[src/rtl/wb_arbiter.sv]
// Small in-order FIFO used to buffer coprocessor results ahead of writeback.
// Latency: a pushed entry is visible at dout on the cycle after the push.
// Backpressure: caller must not push when full or pop when empty; full/empty are exported.
module wb_fifo #(
  parameter int W     = 37,
  parameter int DEPTH = 2
) (
  input  logic         clk,
  input  logic         rst,
  input  logic         push,
  input  logic         pop,
  input  logic [W-1:0] din,
  output logic [W-1:0] dout,
  output logic         full,
  output logic         empty
);
  localparam int PTR_W = (DEPTH > 1) ? $clog2(DEPTH) : 1;
  localparam int CNT_W = $clog2(DEPTH + 1);

  logic [W-1:0]     mem [DEPTH];
  logic [PTR_W-1:0] rd_ptr;
  logic [PTR_W-1:0] wr_ptr;
  logic [CNT_W-1:0] count;

  assign dout  = mem[rd_ptr];
  assign full  = (count == CNT_W'(DEPTH));
  assign empty = (count == '0);

  // Storage array; contents need no reset because count gates visibility.
  always_ff @(posedge clk) begin
    if (push) mem[wr_ptr] <= din;
  end

  // Pointers wrap modulo DEPTH (which need not be a power of two); count tracks occupancy.
  always_ff @(posedge clk or negedge rst) begin
    if (!rst) begin
      rd_ptr <= '0;
      wr_ptr <= '0;
      count  <= '0;
    end else begin
      if (push) wr_ptr <= (wr_ptr == PTR_W'(DEPTH - 1)) ? '0 : wr_ptr + PTR_W'(1);
      if (pop)  rd_ptr <= (rd_ptr == PTR_W'(DEPTH - 1)) ? '0 : rd_ptr + PTR_W'(1);
      if (push && !pop)      count <= count + CNT_W'(1);
      else if (!push && pop) count <= count - CNT_W'(1);
    end
  end
endmodule

// Writeback arbiter: merges unstallable ALU results with buffered coprocessor results into the regfile write port.
// Latency: one cycle from winning arbitration to wr_en/wr_addr/wr_data; ALU always wins.
// Backpressure: cop_ready drops when the result FIFO is full; alu_hold asks upstream for an ALU bubble on starvation.
module wb_arbiter #(
  parameter int DATA_W     = 32,
  parameter int ADDR_W     = 5,
  parameter int DEPTH      = 2,
  parameter int STARVE_MAX = 4
) (
  input  logic              clk,
  input  logic              rst,
  input  logic              alu_valid,
  input  logic [ADDR_W-1:0] alu_rd,
  input  logic [DATA_W-1:0] alu_data,
  input  logic              cop_valid,
  output logic              cop_ready,
  input  logic [ADDR_W-1:0] cop_rd,
  input  logic [DATA_W-1:0] cop_data,
  input  logic              issue_valid,
  input  logic [ADDR_W-1:0] issue_rd,
  output logic [31:0]       busy,
  output logic              alu_hold,
  output logic              issue_err,
  output logic              wr_en,
  output logic [ADDR_W-1:0] wr_addr,
  output logic [DATA_W-1:0] wr_data
);
  localparam int SW = $clog2(STARVE_MAX + 1);

  logic                     fifo_full;
  logic                     fifo_empty;
  logic                     push;
  logic                     pop;
  logic [ADDR_W+DATA_W-1:0] head;
  logic [ADDR_W-1:0]        head_rd;
  logic [DATA_W-1:0]        head_data;
  logic [31:0]              busy_next;
  logic                     issue_err_next;
  logic [SW-1:0]            starve;
  logic [SW-1:0]            starve_next;

  // Writes to r0 are discarded at the door: they are acknowledged but never occupy a slot.
  assign cop_ready = !fifo_full;
  assign push      = cop_valid && cop_ready && (cop_rd != '0);
  assign pop       = !alu_valid && !fifo_empty;
  assign head_rd   = head[ADDR_W+DATA_W-1:DATA_W];
  assign head_data = head[DATA_W-1:0];

  wb_fifo #(
    .W     (ADDR_W + DATA_W),
    .DEPTH (DEPTH)
  ) u_fifo (
    .clk   (clk),
    .rst   (rst),
    .push  (push),
    .pop   (pop),
    .din   ({cop_rd, cop_data}),
    .dout  (head),
    .full  (fifo_full),
    .empty (fifo_empty)
  );

  // Scoreboard update: a pop clears its destination, a fresh issue sets it, set wins on conflict.
  always_comb begin
    busy_next      = busy;
    issue_err_next = 1'b0;
    if (pop) busy_next[head_rd] = 1'b0;
    if (issue_valid && (issue_rd != '0)) begin
      busy_next[issue_rd] = 1'b1;
      issue_err_next      = busy[issue_rd];
    end
  end

  // Starvation count of consecutive cycles where the ALU beat a waiting coprocessor result.
  always_comb begin
    starve_next = '0;
    if (alu_valid && !fifo_empty)
      starve_next = (starve == SW'(STARVE_MAX)) ? starve : starve + SW'(1);
  end

  // Regfile write port: ALU first, then FIFO head; address/data hold when idle.
  always_ff @(posedge clk or negedge rst) begin
    if (!rst) begin
      wr_en   <= 1'b0;
      wr_addr <= '0;
      wr_data <= '0;
    end else if (alu_valid) begin
      wr_en   <= (alu_rd != '0);
      wr_addr <= alu_rd;
      wr_data <= alu_data;
    end else if (!fifo_empty) begin
      wr_en   <= (head_rd != '0);
      wr_addr <= head_rd;
      wr_data <= head_data;
    end else begin
      wr_en   <= 1'b0;
    end
  end

  // Scoreboard, hazard pulse and starvation state registers.
  always_ff @(posedge clk or negedge rst) begin
    if (!rst) begin
      busy      <= '0;
      issue_err <= 1'b0;
      starve    <= '0;
      alu_hold  <= 1'b0;
    end else begin
      busy      <= busy_next;
      issue_err <= issue_err_next;
      starve    <= starve_next;
      alu_hold  <= (starve_next == SW'(STARVE_MAX));
    end
  end
endmodule

[config.mk]
export PLATFORM = sky130hd
export DESIGN_NAME = wb_arbiter
export DESIGN_NICKNAME = d
export VERILOG_FILES = /design/src/rtl/wb_arbiter.sv
export SDC_FILE = /design/constraint.sdc
export NUM_CORES = 1
export LEC_CHECK = 0
export ABC_AREA = 1
export CORE_MARGIN = 4
export CORE_UTILIZATION = 50
export DETAILED_ROUTE_END_ITERATION = 10
export PLACE_DENSITY_LB_ADDON = 0.2
export SLEW_MARGIN = 20
export SYNTH_ARGS = -nofsm -noshare
export SYNTH_HDL_FRONTEND = slang
export SYNTH_HIERARCHICAL = 1
export SYNTH_SLANG_ARGS = --single-unit
[constraint.sdc]
create_clock -name clk -period 4.2 [get_ports clk]
set_input_delay 0.42 -clock clk [delete_from_list [all_inputs] [get_ports clk]]
set_output_delay 0.42 -clock clk [all_outputs]
set_load 0.01 [all_outputs]
==> impl_metrics.tcl <==
set metrics [dict create \
    cts_tree "yes" \
    grt_start_max_net_pins 80 \
    syn_inst 596 \
    synthTopCellsByArea "edfxtp_1, dfrtp_1, nand2_1" \
    netlist_area_um2 6588 \
    grt_pass1_vias 5258 \
    required_ns 4.48 \
    power_density_nw_per_um2 685.2 \
    fp-row-count 41 \
    end_kind "flop" \
    ys_warn_count 6 \
    hp-class "in -> async" \
    io_pins 157 \
    cts_setup_buffers 0 \
    fin_area_um2 8872 \
    critPathTopFamily "simple AND/OR/NAND/NOR gates" \
    hold_violations 0 \
    wl_mm 16.49 \
    antenna_found_initial 1 \
    max_freq_mhz 465.6 \
    synth_top_area_share 0.3373 \
    rsz0062_at_grt "false" \
    post_dp_cell_area_um2 8230 \
    viasPerCell 5.312 \
    wl_per_cell_um 17.53 \
    numCtsBuffers 17 \
    vdd_ir_drop_max_mv 0.3931 \
    cp_num_buf_inv 0 \
    finalSetupViolations 0 \
    cp_slowest_cell "nor2_8" \
    path_common_cell "o21ai_0" \
    cts_sinks 153 \
    status "complete, no violations" \
    drtIter0Drc 313 \
    ys_seq_elements 153 \
    r2r_slack_ns 2.05 \
    finalWorstPathRequiredPeriod_ns 2.148 \
    worstPathCellList "nor2_1, nor2_8, nand3_1, o21ai_0, o21ai_0" \
    cts_root_buffer "clkbuf_16" \
    leakagePower_nw 3.675 \
    critPathMaxFanout 38 \
    grt_pass1_wl_mm 26.03 \
    clock_latency_ns 0.42 \
    synth_enable_flop_cells 74 \
    grtUsageTotal 0.2307 \
    dr.pass1.iters 5 \
    num_vias 4999 \
    grt_overflow 0 \
    synth.most_common_cell "nand2_1" \
    tns_ns 0 \
    die_h_um 122.8 \
    worstSetupPathType "reg -> reg" \
    cts_buffer_depth 2 \
    port_buffers 156 \
    maxCapViolCount 0 \
    dpl.hpwl_mm 11.34 \
    tightest_slew_ns 0.9009 \
    syn-mean-instance-area_um2 11.05 \
    cts.hold.buffers_added 0 \
    slew_violations 0 \
    ys_types 32 \
    cts_resized 0 \
    gp_congestion 0.8667 \
    die-area_um2 15070 \
    synth.largest_area_cell "edfxtp_1" \
    finClkSkew_ns 0.007345 \
    areaGrowthSynthToFinish_pct 34.68 \
    slowest_delay_ns 0.50 \
    synth_top_flop_cell "dfrtp_1" \
    finalCritPeriodShare 0.5113 \
    htreeDepth 4 \
    num-nets-final 842 \
    cp_data_arrival_time_ns 2.43 \
    drc 0 \
    relSlewSlack 0.3980 \
    worstSetupStartpointType "flop" \
    synth_seq_area_share 0.6374 \
    core_um2 12770 \
    path_clk_slew_ns 0.06 \
    synth_common_cells "nand2_1, dfrtp_1, edfxtp_1" \
    drive_above_1_share 0.09896 \
    synth_fp_nets 683 \
    start_util 0.5157 \
    postRouteAntennaNets 0 \
    die_w_um 122.8 \
    synthArstFlopShare 0.5163 \
]
cells in the final DEF (no fill, tap or decap), types with 2 or more instances in the layout:
master,netlist,final
nand2_1,193,193
clkdlybuf4s50_1,0,154
dfrtp_1,79,78
edfxtp_1,74,74
nand3_1,49,49
o21ai_0,45,45
inv_1,33,32
mux2_4,20,20
o21ai_1,18,18
clkbuf_16,0,17
mux2_2,17,17
nor3_1,12,12
nor2_1,9,8
clkinv_1,1,7
bufinv_16,0,5
a21oi_1,4,4
o211ai_1,4,4
ha_1,3,3
clkbuf_1,1,3
inv_2,2,2
nor2_8,2,2
nand2_4,2,2
nor2_4,1,2
clkinv_2,0,2
xor2_1,2,2
buf_4,1,2
flip-flops by register name, indices dropped and copies added, names as in the netlist:
| register | flops |
|---|---|
| alu_hold | 1 |
| wr_data | 32 |
| wr_addr | 5 |
| starve | 3 |
| wr_en | 1 |
| u_fifo/mem | 74 |
| u_fifo/count | 2 |
| issue_err | 1 |
| u_fifo/wr_ptr | 1 |
| busy | 32 |
| u_fifo/rd_ptr | 1 |
cell families (layout without fill, tap and decap cells):
kind of cell / Yosys count / in the layout / share of synthesized area
other cells: 0 / 1 / 0
flops: 153 / 153 / 0.6374
buf+inv: 56 / 228 / 0.04426
compound gates: 74 / 74 / 0.05945
xor+xnor: 3 / 3 / 0.003989
mux: 37 / 37 / 0.07464
simple gates: 270 / 270 / 0.1746
fa+ha+maj: 3 / 3 / 0.005699
report_power, final:
part / internal [W] / leakage (nW) / switching, W / total [W]
clock network: 0.00104 / 0.299 / 0.000558 / 0.00160
logic: 0.00105 / 1.73 / 0.00105 / 0.00210
registers: 0.00208 / 1.64 / 0.000293 / 0.00238
total: 0.00418 / 3.68 / 0.00190 / 0.00608
final cells by class:
type / count / area, µm²
antenna: 1 / 2.502
sequential: 153 / 4200
timing repair buffer: 159 / 1593
multi-input combinational: 387 / 2105
tap: 172 / 215.2
clock inverter: 12 / 178.9
clock buffer: 20 / 436.7
fill: 918 / 3901
inverter: 37 / 141.4
worst paths after layout:
kind,startpoint,to,depth (start not counted)
min in group clk,wr_data[15],wr_data[15],2
max reg2reg,u_fifo/count[0],busy[18],5
min,rst,wr_data[15],1
min reg2reg,wr_data[15],wr_data[15],2
max,u_fifo/count[0],busy[18],5
max in group asynchronous,rst,u_fifo/rd_ptr,1
metrics by stage:
| stage | setup WS (ns) | util | power (W) | cells | hold slack (ns) |
|---|---|---|---|---|---|
| floorplan | 1.387 | - | 0.003495 | 596 | 0.1244 |
| global placement | 1.667 | 0.6443 | 0.004407 | 907 | 0.4624 |
| detailed placement | 1.602 | 0.6443 | 0.004487 | 907 | 0.4723 |
| CTS | 2.011 | 0.6925 | 0.006101 | 939 | 0.2203 |
| global route | 1.872 | 0.6946 | 0.006413 | 941 | 0.1030 |
| finish | 2.052 | 0.6946 | 0.006079 | 941 | 0.04847 |
per-layer routing:
metal	wire length (µm)	global-route usage	vias to the layer above
met3	1253	0.06452	40
li1	-	-	2349
met1	6504	0.2817	2397
met2	8185	0.3727	213
met4	549	0.1232	0
met5	0	0	-
No activity file was read; power rests on OpenSTA's default activity.
